### src/rtl/lcg_stim_gen_if.sv
// Valid/ready vector channel between the LCG stimulus source and its consumer.
interface lcg_stim_gen_if #(
  parameter int unsigned OUT_W = 261
) ();
  logic [OUT_W-1:0] vec_data;
  logic             vec_valid;
  logic             vec_ready;

  modport master (output vec_data, output vec_valid, input vec_ready);
  modport slave  (input vec_data, input vec_valid, output vec_ready);
endinterface

### src/rtl/lcg_stim_gen.sv
// Stimulus source: fills OUT_W-bit vectors one 32-bit word per cycle from a 32-bit LCG
// (or a walking one) and presents them over a valid/ready handshake.
module lcg_stim_gen #(
  parameter int unsigned OUT_W = 261,
  parameter logic [31:0] SEED  = 32'hCC835209,
  parameter int unsigned CNT_W = 32
) (
  input  logic             clk,
  input  logic             rst_n,
  input  logic             start,
  input  logic             abort,
  input  logic             mode,
  input  logic             seed_load,
  input  logic [31:0]      seed_in,
  input  logic [CNT_W-1:0] num_vec,
  lcg_stim_gen_if.master   vec_if,
  output logic             busy,
  output logic             done,
  output logic [CNT_W-1:0] vec_count
);

  localparam int unsigned Nw      = (OUT_W + 31) / 32;
  localparam int unsigned IdxW    = (Nw > 1) ? $clog2(Nw) : 1;
  localparam int unsigned PosW    = (OUT_W > 1) ? $clog2(OUT_W) : 1;
  localparam logic [IdxW-1:0] LastIdx = IdxW'(Nw - 1);
  localparam logic [PosW-1:0] LastPos = PosW'(OUT_W - 1);
  localparam logic [31:0] LcgMul  = 32'h41C64E6D;
  localparam logic [31:0] LcgInc  = 32'h0000_3039;

  typedef enum logic [1:0] {StIdle, StFill, StPresent} state_e;

  state_e            state_q, state_d;
  logic [31:0]       rng_q, rng_d;
  logic [OUT_W-1:0]  data_q, data_d;
  logic [IdxW-1:0]   word_idx_q, word_idx_d;
  logic [PosW-1:0]   walk_pos_q, walk_pos_d;
  logic [CNT_W-1:0]  count_q, count_d;
  logic [CNT_W-1:0]  num_vec_q, num_vec_d;
  logic              mode_q, mode_d;
  logic              done_q, done_d;

  logic [31:0]       rng_next;
  logic [CNT_W-1:0]  count_inc;

  assign rng_next  = rng_q * LcgMul + LcgInc;
  assign count_inc = count_q + CNT_W'(1);

  // FSM state register
  always_ff @(posedge clk or negedge rst_n) begin
    if (!rst_n) begin
      state_q <= StIdle;
    end else begin
      state_q <= state_d;
    end
  end

  // FSM next state
  always_comb begin
    state_d = state_q;
    unique case (state_q)
      StIdle: begin
        if (start) state_d = (num_vec == '0) ? StIdle : StFill;
      end
      StFill: begin
        if (word_idx_q == LastIdx) state_d = StPresent;
      end
      StPresent: begin
        if (vec_if.vec_ready) state_d = (count_inc == num_vec_q) ? StIdle : StFill;
      end
      default: state_d = StIdle;
    endcase
    if (abort) state_d = StIdle;
  end

  // FSM outputs
  always_comb begin
    busy             = (state_q != StIdle);
    vec_if.vec_valid = (state_q == StPresent);
    vec_if.vec_data  = data_q;
    done             = done_q;
    vec_count        = count_q;
  end

  // Datapath next state; abort freezes everything so rng_state and vec_count keep their values.
  always_comb begin
    rng_d      = rng_q;
    data_d     = data_q;
    word_idx_d = word_idx_q;
    walk_pos_d = walk_pos_q;
    count_d    = count_q;
    num_vec_d  = num_vec_q;
    mode_d     = mode_q;
    done_d     = 1'b0;
    if (!abort) begin
      unique case (state_q)
        StIdle: begin
          if (seed_load) rng_d = seed_in;
          if (start) begin
            mode_d     = mode;
            num_vec_d  = num_vec;
            count_d    = '0;
            walk_pos_d = '0;
            word_idx_d = '0;
            done_d     = (num_vec == '0);
          end
        end
        StFill: begin
          if (!mode_q) rng_d = rng_next;
          // walk_pos_q tracks vec_count mod OUT_W, so the walking one needs no wide shifter
          for (int i = 0; i < int'(OUT_W); i++) begin
            if (word_idx_q == IdxW'(i / 32)) begin
              data_d[i] = mode_q ? (walk_pos_q == PosW'(i)) : rng_next[i % 32];
            end
          end
          word_idx_d = (word_idx_q == LastIdx) ? '0 : word_idx_q + IdxW'(1);
        end
        StPresent: begin
          if (vec_if.vec_ready) begin
            count_d    = (count_q == '1) ? count_q : count_inc;
            walk_pos_d = (walk_pos_q == LastPos) ? '0 : walk_pos_q + PosW'(1);
            done_d     = (count_inc == num_vec_q);
          end
        end
        default: ;
      endcase
    end
  end

  always_ff @(posedge clk or negedge rst_n) begin
    if (!rst_n) begin
      rng_q      <= SEED;
      data_q     <= '0;
      word_idx_q <= '0;
      walk_pos_q <= '0;
      count_q    <= '0;
      num_vec_q  <= '0;
      mode_q     <= 1'b0;
      done_q     <= 1'b0;
    end else begin
      rng_q      <= rng_d;
      data_q     <= data_d;
      word_idx_q <= word_idx_d;
      walk_pos_q <= walk_pos_d;
      count_q    <= count_d;
      num_vec_q  <= num_vec_d;
      mode_q     <= mode_d;
      done_q     <= done_d;
    end
  end

endmodule

### src/flat_wrapper.sv
// flat-port wrapper written by rule: the top's interface ports become plain ports
module lcg_stim_gen_flat 
#(
  parameter int unsigned OUT_W = 261,
  parameter logic [31:0] SEED  = 32'hCC835209,
  parameter int unsigned CNT_W = 32
)
  (clk, rst_n, start, abort, mode, seed_load, seed_in, num_vec, busy, done, vec_count, vec_if_vec_data, vec_if_vec_valid, vec_if_vec_ready);
  lcg_stim_gen_if #(.OUT_W(OUT_W)) vec_if_i ();
  input  logic clk;
  input  logic rst_n;
  input  logic start;
  input  logic abort;
  input  logic mode;
  input  logic seed_load;
  input  logic [31:0] seed_in;
  input  logic [CNT_W-1:0] num_vec;
  output logic busy;
  output logic done;
  output logic [CNT_W-1:0] vec_count;
  output wire logic [$bits(vec_if_i.vec_data)-1:0] vec_if_vec_data;
  output wire logic [$bits(vec_if_i.vec_valid)-1:0] vec_if_vec_valid;
  input wire logic [$bits(vec_if_i.vec_ready)-1:0] vec_if_vec_ready;
  assign vec_if_vec_data = vec_if_i.vec_data;
  assign vec_if_vec_valid = vec_if_i.vec_valid;
  assign vec_if_i.vec_ready = vec_if_vec_ready;
  lcg_stim_gen #(.OUT_W(OUT_W), .SEED(SEED), .CNT_W(CNT_W)) u_core (.clk(clk), .rst_n(rst_n), .start(start), .abort(abort), .mode(mode), .seed_load(seed_load), .seed_in(seed_in), .num_vec(num_vec), .vec_if(vec_if_i), .busy(busy), .done(done), .vec_count(vec_count));
endmodule
### config.mk
export PLATFORM = sky130hd
export DESIGN_NAME = lcg_stim_gen_flat
export DESIGN_NICKNAME = d
export VERILOG_FILES = /design/src/rtl/lcg_stim_gen_if.sv /design/src/rtl/lcg_stim_gen.sv /design/src/flat_wrapper.sv
export SDC_FILE = /design/constraint.sdc
export NUM_CORES = 1
export LEC_CHECK = 0
export ABC_CLOCK_PERIOD_IN_PS = 7200
export CORE_ASPECT_RATIO = 0.5
export CORE_MARGIN = 2
export CORE_UTILIZATION = 30
export DETAILED_ROUTE_END_ITERATION = 6
export GPL_TIMING_DRIVEN = 0
export PLACE_DENSITY_LB_ADDON = 0.25
export SLEW_MARGIN = 20
export SYNTH_ARGS = -nofsm -noshare
export SYNTH_HDL_FRONTEND = slang
export SYNTH_SLANG_ARGS = --single-unit
### constraint.sdc
create_clock -name clk -period 7.2 [get_ports clk]
set_input_delay 1.44 -clock clk [delete_from_list [all_inputs] [get_ports clk]]
set_output_delay 1.44 -clock clk [all_outputs]
set_load 0.05 [all_outputs]
==> qor.csv, run 1 <==
stage;metric;value;unit
cts;h-tree-depth;2;
floorplan;core-area;0.0883;mm2
global_route;grt_pass1_wl;153000;um
logic_synthesis;synth_edf_count;0;
place;dpl_worst_slack;-1110;ps
worst_setup_path;start_kind;flop;
logic_synthesis;synth.most_common_cell;inv_1;
detailed_routing;drt-initial-drc-count;1600;
worst_setup_path;rr_worst_depth;23;
outcome;outcome;finished with violations;
cells_and_area;area_growth;28.9;%
logic_synthesis;synth_area_leader_cell;dfrtp_1;
floorplan;rows;77;
global_route;grt_overflow_total;0;
cells_and_area;drive_gt1_frac;0.0887;
sta;fin_crit;7030;ps
worst_setup_path;cp_max_fo;7;
sta;hold_viol;0;
sta;finalHoldWorstSlack;484;ps
cts;cts.sinks;374;
cells_and_area;num-nets-final;3846;
logic_synthesis;yosysTopAreaCellShare;0.339;
detailed_routing;wl_met3;6420;um
detailed_routing;drt_first_pass_iters;7;
logic_synthesis;syn_area;0.0268;mm2
worst_setup_path;ff2ff_setup_slack;170;ps
sta;slew_headroom;0.200;
cts;ctsLongestPathBuffers;3;
floorplan;die-area;0.0917;mm2
detailed_routing;routed.top_layer;met4;
detailed_routing;routedWlPerCell;22.6;um
global_route;grt_start_max_net_pins;93;
floorplan;start_util;0.303;
worst_setup_path;crit_path_end_kind;flop;
sta;tightest_slew;1200;ps
worst_hold_path;hp-start;u_core.vec_if.vec_data[162];
logic_synthesis;yosys-top-cells-count;inv_1, dfrtp_1, nand2_1;
global_route;grt_usage;0.224;
sta;clock_skew;14.0;ps
logic_synthesis;yosys_warnings;0;
cts;insertion_delay;580;ps
sta;report.final.slew_viol_count;0;
sta;setup_ws;169;ps
worst_setup_path;r2r_start;u_core.rng_q[14];
flow_run;max-cap-violations;0;
global_route;antenna_found_initial;2;
sta;fmax;0.142;GHz
detailed_routing;viasPerCell;5.02;
logic_synthesis;ys.flop_type;dfrtp_1;
place;hpwl;82600;um
sta;setup_violations;0;
logic_synthesis;syn_nets;3397;
worst_hold_path;hold_end;u_core.vec_if.vec_data[162];
cts;clk_pin_slew;60;ps
cts;cts_root_buf;clkbuf_16;
place;finalWeightedCongestion;0.917;
cts;cts_buffers;42;
logic_synthesis;avgSynthCellArea;9.15;um2
floorplan;ios;367;
place;io_buffers;366;
detailed_routing;met2WireLength;50800;um
logic_synthesis;synthArstFlopShare;1.00;
detailed_routing;drcViolationCount;4;
outcome;violations;design-rule violations;
worst_setup_path;rr_endpoint;u_core.vec_if.vec_data[95];
detailed_routing;ant_nets;0;
detailed_routing;wirelength;104000;um
worst_setup_path;crit_path_start;u_core.rng_q[14];
worst_hold_path;hp-class;reg2reg;
global_route;first_global_vias;23300;
logic_synthesis;synth_area_leaders;dfrtp_1, fa_1, ha_1;
logic_synthesis;seq_area_frac_synth;0.350;
detailed_routing;vias;23000;
floorplan;die_y;215;um
worst_setup_path;arrival;7530;ps
worst_setup_path;critPathKind;reg2reg;
logic_synthesis;ys_seq_elements;374;
cts;cts_tree;built;
sta;fin_crit_sh;0.976;
logic_synthesis;netlist_instances;2923;
detailed_routing;wl_met1;41600;um
logic_synthesis;synth.distinct_cells;72;
worst_hold_path;min_path_cells;2;
worst_setup_path;required;7700;ps
floorplan;die_w;426;um
==> worst max path at each step <==
stage,end,slack (ps),depth (start not counted)
2_1_floorplan,u_core.vec_if.vec_data[126],390,24
3_3_place_gp,u_core.vec_if.vec_data[153],-12540,1
3_5_place_dp,u_core.vec_if.vec_data[158],-1110,24
4_1_cts,u_core.vec_if.vec_data[28],2,24
5_1_grt,u_core.vec_if.vec_data[95],-40,23
6_report,u_core.vec_if.vec_data[95],170,23
==> placed cells by master (no fill, tap or decap), drive strengths merged, types with 4 or more instances in the layout <==
master	count
a211oi	7
a21o	8
a21oi	262
a31oi	88
and2	19
and3	30
buf	57
clkbuf	205
clkdlybuf4s50	365
clkinv	7
dfrtp	362
dfstp	12
fa	187
ha	216
inv	429
mux2	36
mux2i	24
nand2	290
nand2b	13
nand3	34
nand4	24
nor2	205
nor2b	9
nor3	26
nor4	15
nor4b	4
o21a	4
o21ai	255
o22a	24
o31ai	15
o41ai	4
or2	6
or3	7
xnor2	79
xor2	33
==> critical path, stage by stage (launching register included) <==
cell	delay (ps)
dfstp_2	700
ha_4	290
ha_1	300
inv_1	60
fa_1	520
fa_1	550
inv_1	50
fa_1	510
fa_1	450
fa_1	560
inv_1	60
fa_1	570
inv_1	70
ha_2	370
nand4_1	180
buf_4	190
a2111oi_4	440
nor3_4	100
buf_6	140
o31ai_4	200
xnor2_2	150
buf_6	160
nand2_8	90
a21oi_2	200
==> cell type report <==
cell class                      count  area, um2
Clock buffer                       64       1290
Clock inverter                     12        144
Inverter                          429       1610
Sequential cell                   374       9390
Multi-Input combinational cell   1962      15800
Fill cell                        8851      53900
Buffer                            156        644
Timing Repair Buffer              407       4100
Tap cell                         1185       1480
Antenna cell                        3       7.51
==> registers in the layout (all words and copies together), names as in the netlist <==
signal,flops
u_core.vec_if.vec_data,261
u_core.num_vec_q,32
u_core.rng_q,32
u_core.vec_count,32
u_core.walk_pos_q,9
u_core.word_idx_q,4
u_core.state_q,2
u_core.done,1
u_core.mode_q,1
==> cell families after synthesis <==
logic type / Yosys count / synth area share
xor+xnor: 112 / 0.0367
fa+ha+maj: 403 / 0.241
simple gates: 695 / 0.119
buf+inv: 587 / 0.0845
mux: 60 / 0.0241
compound gates: 692 / 0.144
flops: 374 / 0.350
==> timing repair <==
action                                  in CTS  in global routing
pin swaps                                    8                 36
endpoints found under the hold margin        0                  0
setup buffers                               12                 23
cloned                                       0                  0
endpoints found under the setup margin     165                138
resized for setup                           72                 72
hold buffers                                 0                  0
==> metal layers <==
| metal | up-vias | track usage |
|---|---|---|
| met3 | 196 | 0.0372 |
| met2 | 747 | 0.378 |
| met4 | 0 | 0.0993 |
| li1 | 10600 | - |
| met5 | - | 0 |
| met1 | 11500 | 0.280 |
==> metrics by stage <==
stage / TNS, ps / instances / util / cell area, um2
2_1_floorplan: 0 / 2923 / - / 26800
3_3_place_gp: -4680760 / 4474 / 0.361 / 31900
3_5_place_dp: -84440 / 4480 / 0.363 / 32100
4_1_cts: 0 / 4567 / 0.384 / 33900
5_1_grt: -208 / 4589 / 0.390 / 34500
6_report: 0 / 4592 / 0.390 / 34500
Power of run 1 is left out: the tool's default activity adds up to more than one toggle a clock period on the data nets, which glitch-free logic cannot reach.
==> run 2: changes to the inputs <==
- GPL_ROUTABILITY_DRIVEN: default -> 0
==> run 2 against run 1 <==
- the flow now finishes without violations
- via count grew 0.30%
- register-to-register slack lost 40 ps
- critical path depth is the same
- setup slack lost 36 ps
- cell count is essentially flat
- largest cell class unchanged
- highest routed layer unchanged
==> qor.csv, run 2 (synthesized netlist as in run 1, its figures left out) <==
stage;metric;value;unit;change
detailed_routing;drt_first_pass_iters;6;;was 7
cells_and_area;finish.instance_area;0.0344;mm2;was 0.0345 mm2
cts;insertion_delay;580;ps;about the same
detailed_routing;viasPerCell;5.04;;was 5.02
worst_setup_path;crit_path_end_kind;flop;;unchanged
cts;cts_root_buf;clkbuf_16;;unchanged
floorplan;core-area;0.0883;mm2;unchanged
cts;h-tree-depth;2;;unchanged
worst_setup_path;cp_max_fo;8;;was 7
detailed_routing;drcViolationCount;0;;was 4
sta;fmax;0.142;GHz;about the same
global_route;grt_pass1_wl;153000;um;about the same
cts;ctsLongestPathBuffers;3;;unchanged
floorplan;die-area;0.0917;mm2;unchanged
sta;clock_skew;21.8;ps;was 14.0 ps
cts;cts_buffers;43;;was 42
worst_hold_path;hp-class;reg2reg;;unchanged
global_route;first_global_vias;23300;;about the same
cts;cts.sinks;374;;unchanged
sta;report.final.slew_viol_count;0;;unchanged
worst_setup_path;critPathKind;reg2reg;;unchanged
detailed_routing;routedWlPerCell;22.6;um;about the same
global_route;antenna_found_initial;3;;was 2
floorplan;die_w;426;um;unchanged
floorplan;ios;367;;unchanged
cells_and_area;mostFrequentLayoutCell;inv_1;;unchanged
sta;slew_headroom;0.134;;was 0.200
cells_and_area;area_growth;28.6;%;was 28.9%
global_route;grt_start_max_net_pins;96;;was 93
place;hpwl;81700;um;was 82600 um
cts;cts_tree;built;;unchanged
cts;clk_pin_slew;60;ps;about the same
sta;rsz0062_at_grt;true;;
floorplan;die_y;215;um;unchanged
sta;tightest_slew;1300;ps;was 1200 ps
sta;hold_viol;0;;unchanged
worst_setup_path;start_kind;flop;;unchanged
worst_setup_path;required;7690;ps;was 7700 ps
detailed_routing;ant_nets;0;;unchanged
place;io_buffers;366;;unchanged
cells_and_area;drive_gt1_frac;0.0938;;was 0.0887
floorplan;start_util;0.303;;unchanged
flow_run;max-cap-violations;0;;unchanged
sta;fin_crit_sh;0.981;;was 0.976
global_route;grt_usage;0.222;;was 0.224
cells_and_area;utilization;0.389;;was 0.390
detailed_routing;vias;23100;;was 23000
sta;fin_crit;7070;ps;was 7030 ps
cells_and_area;layout_common_cells;inv_1, clkdlybuf4s50_1, dfrtp_1;;unchanged
place;postPlaceCellArea;0.0321;mm2;about the same
worst_setup_path;arrival;7560;ps;was 7530 ps
cells_and_area;num-nets-final;3847;;was 3846
cts;hold_buffers;0;;unchanged
outcome;outcome;finished, final reports clean;;was finished with violations
floorplan;rows;77;;unchanged
global_route;grt_overflow_total;0;;unchanged
sta;setup_violations;0;;unchanged
detailed_routing;drt-initial-drc-count;1879;;was 1600
detailed_routing;wirelength;104000;um;about the same
cells_and_area;largest_reg_flops;261;;unchanged
-- run 2: cell type report --
cell class              instances  area [um2]
clock buffers                  58        1230
multi-input cells            1962       15800
fillers                      8870       53900
plain buffers                 156         644
flip-flops and latches        374        9390
inverters                     429        1610
clock inverters                15         118
diodes                          2        5.00
repair buffers                407        4080
well taps                    1185        1480
-- run 2: critical path, stage by stage, from the launching register on --
cell and delay, ps:
dfstp_2 590, buf_4 160, ha_2 210, inv_1 80, fa_2 390, fa_1 480, fa_1 550, inv_1 60
fa_1 520, fa_1 450, fa_1 560, inv_1 60, fa_2 630, inv_1 90, ha_4 320, nand4_1 170
buf_4 200, a2111oi_4 440, nor3_4 100, o31ai_2 280, xnor2_1 140, buf_4 170, nand2_8 100, a21oi_2 220
-- run 2: timing repair --
item | 4_1_cts | 5_1_grt
gates resized for setup | 65 | 88
setup buffers | 13 | 22
endpoints found under the setup margin | 166 | 159
pin swaps | 5 | 32
-- run 2: stage by stage --
stage	hold WS, ps	TNS [ps]	instances	worst slack (ps)
after global placement	464	-4631540	4474	-12380
after CTS	482	0	4565	0.989
after global routing	506	-72.5	4588	-19.1
final	483	0	4588	133
after detailed placement	469	-84140	4480	-1000
after floorplan	466	0	2923	395
-- run 2: worst paths after layout --
kind                                        startpoint                          end  slack [ps]  cells after the start
min                        u_core.vec_if.vec_data[224]  u_core.vec_if.vec_data[224]         480                      2
max reg2reg                            u_core.rng_q[9]  u_core.vec_if.vec_data[157]         130                     23
min in group asynchronous                        rst_n         u_core.vec_count[19]         770                      1
max in group asynchronous                        rst_n  u_core.vec_if.vec_data[125]        4790                      4
min reg2reg                u_core.vec_if.vec_data[224]  u_core.vec_if.vec_data[224]         480                      2
max                                    u_core.rng_q[9]  u_core.vec_if.vec_data[157]         130                     23
-- run 2: metal layers --
metal | routed length (um) | GRT usage | share of wire
met5 | 0 | 0 | 0
met4 | 5030 | 0.0994 | 0.048
met3 | 6690 | 0.0369 | 0.064
met2 | 51000 | 0.379 | 0.49
met1 | 41100 | 0.276 | 0.40
Power of run 2 is left out for the same reason.
==> run 3: changes to the inputs <==
- TNS_END_PERCENT: default -> 1
==> run 3 against run 2 <==
- clock skew is 6.4 ps lower
- via count about the same
- global-route usage barely moved
- utilization decreased by 0.058 points
- wire length shrank 0.24%
- sequential share of layout area barely moved
- count of clock-buffer cells in the layout stayed put
- hold slack got worse by 1.1 ps
- critical path type unchanged
- critical endpoint is now u_core.vec_if.vec_data[63]
==> qor.csv, run 3 (synthesized netlist as in run 1, its figures left out) <==
stage;metric;value;unit;change
detailed_routing;vias;23100;;about the same
place;io_buffers;366;;unchanged
floorplan;rows;77;;unchanged
sta;slew_headroom;0.199;;was 0.134
cts;clk_pin_slew;60;ps;about the same
sta;rsz0062_at_grt;true;;unchanged
sta;fmax;0.142;GHz;about the same
detailed_routing;drt-initial-drc-count;2004;;was 1879
cts;cts.sinks;374;;unchanged
worst_setup_path;rr_worst_depth;22;;was 23
global_route;antenna_found_initial;3;;unchanged
cts;cts_tree;built;;unchanged
global_route;first_global_vias;23200;;was 23300
outcome;outcome;finished, final reports clean;;unchanged
cells_and_area;layout_common_cells;inv_1, clkdlybuf4s50_1, dfrtp_1;;unchanged
cells_and_area;largest_reg_flops;261;;unchanged
floorplan;ios;367;;unchanged
worst_hold_path;hp-class;reg2reg;;unchanged
flow_run;max-cap-violations;0;;unchanged
detailed_routing;wl_met1;41100;um;about the same
worst_setup_path;cp_max_fo;7;;was 8
sta;fin_crit;7020;ps;was 7070 ps
worst_hold_path;hold_end;u_core.vec_if.vec_data[224];;unchanged
detailed_routing;viasPerCell;5.04;;about the same
cts;cts_buffers;43;;unchanged
detailed_routing;ant_nets;0;;unchanged
cts;insertion_delay;570;ps;was 580 ps
cells_and_area;area_growth;28.4;%;was 28.6%
place;hpwl;81700;um;unchanged
floorplan;die-area;0.0917;mm2;unchanged
floorplan;die_y;215;um;unchanged
detailed_routing;drt_first_pass_iters;7;;was 6
detailed_routing;drcViolationCount;0;;unchanged
worst_setup_path;r2r_start;u_core.rng_q[14];;was u_core.rng_q[9]
worst_setup_path;arrival;7510;ps;was 7560 ps
floorplan;die_w;426;um;unchanged
cells_and_area;instances_no_fill;4586;;was 4588
detailed_routing;wirelength;104000;um;about the same
cts;hold_buffers;0;;unchanged
worst_setup_path;critPathKind;reg2reg;;unchanged
sta;tightest_slew;1190;ps;was 1300 ps
place;dp.cells;4480;;unchanged
cts;ctsLongestPathBuffers;3;;unchanged
floorplan;start_util;0.303;;unchanged
cells_and_area;mostFrequentLayoutCell;inv_1;;unchanged
cts;h-tree-depth;2;;unchanged
place;postPlaceCellArea;0.0321;mm2;unchanged
sta;finalHoldWorstSlack;482;ps;was 483 ps
worst_setup_path;required;7690;ps;about the same
sta;fin_crit_sh;0.975;;was 0.981
worst_hold_path;min_path_cells;2;;unchanged
worst_setup_path;ff2ff_setup_slack;180;ps;was 130 ps
detailed_routing;routedWlPerCell;22.6;um;about the same
worst_setup_path;start_kind;flop;;unchanged
sta;setup_violations;0;;unchanged
global_route;grt_pass1_wl;152000;um;was 153000 um
global_route;grt_usage;0.222;;about the same
detailed_routing;wl_met3;6320;um;was 6690 um
global_route;grt_start_max_net_pins;96;;unchanged
cells_and_area;finish.instance_area;0.0344;mm2;about the same
floorplan;core-area;0.0883;mm2;unchanged
worst_hold_path;hp-start;u_core.vec_if.vec_data[224];;unchanged
cts;cts_root_buf;clkbuf_16;;unchanged
global_route;grt_overflow_total;0;;unchanged
detailed_routing;met2WireLength;51000;um;about the same
cells_and_area;drive_gt1_frac;0.0909;;was 0.0938
sta;report.final.slew_viol_count;0;;unchanged
worst_setup_path;rr_endpoint;u_core.vec_if.vec_data[63];;was u_core.vec_if.vec_data[157]
detailed_routing;routed.top_layer;met4;;unchanged
cells_and_area;num-nets-final;3845;;was 3847
worst_setup_path;crit_path_end_kind;flop;;unchanged
sta;clock_skew;15.3;ps;was 21.8 ps
sta;hold_viol;0;;unchanged
run 3: changes by cell type in the layout (fill, tap and decap cells not counted), moves of 2 or more:
cell     delta
buf_4       -4
dfrtp_1     +2
dfrtp_2     -2
ha_1        +4
ha_2        -2
ha_4        -2
xor2_2      -2
run 3: cell type report:
| class | instances | area (um2) |
|---|---|---|
| antenna | 2 | 5.00 |
| buffer | 157 | 648 |
| clock buffer | 58 | 1230 |
| clock inverter | 15 | 118 |
| fill | 8884 | 54000 |
| inverter | 429 | 1610 |
| multi-input combinational | 1962 | 15800 |
| sequential | 374 | 9390 |
| tap | 1185 | 1480 |
| timing repair buffer | 404 | 4060 |
run 3: metal layers:
metal  global-route usage  vias up
li1                     -    10600
met4               0.0988        0
met5                    0        -
met2                0.379      789
met3               0.0369      209
met1                0.276    11500
run 3: how the worst max path moves through the flow:
stage / start / slack (ps) / cells after the start / to
2_1_floorplan: u_core.rng_q[9] / 390 / 24 / u_core.vec_if.vec_data[126]
3_3_place_gp: rst_n / -12380 / 1 / u_core.vec_if.vec_data[217]
3_5_place_dp: u_core.rng_q[9] / -1000 / 24 / u_core.vec_if.vec_data[62]
4_1_cts: u_core.rng_q[7] / -80 / 23 / u_core.vec_if.vec_data[159]
5_1_grt: u_core.rng_q[14] / -70 / 22 / u_core.vec_if.vec_data[222]
6_report: u_core.rng_q[14] / 180 / 22 / u_core.vec_if.vec_data[63]
run 3: critical path: stages (launching register included):
cell and delay, ps:
dfstp_2 640, ha_2 390, ha_1 310, inv_1 50
fa_1 500, fa_1 560, inv_1 60, fa_1 520
fa_1 450, fa_1 550, inv_1 60, fa_1 600
inv_1 70, ha_2 390, nand4_1 190, buf_4 190
a2111oi_4 390, nor3_4 100, o31ai_2 260, xnor2_2 150
buf_6 160, nand2_4 120, a21oi_2 230
run 3: per-stage QoR:
stage	setup slack (ps)	utilization	setup TNS (ps)
2_1_floorplan	395	-	0
4_1_cts	-78.2	0.382	-1360
3_3_place_gp	-12380	0.361	-4631540
5_1_grt	-74.1	0.389	-1950
3_5_place_dp	-1000	0.363	-84140
6_report	181	0.389	0
run 3: repair_timing:
action                                  4_1_cts  5_1_grt
buffers inserted                              9       23
endpoints found under the setup margin      166      158
cloned                                        0        0
resized for setup                            62       83
pin swaps                                     6       22
Power of run 3 is left out for the same reason.
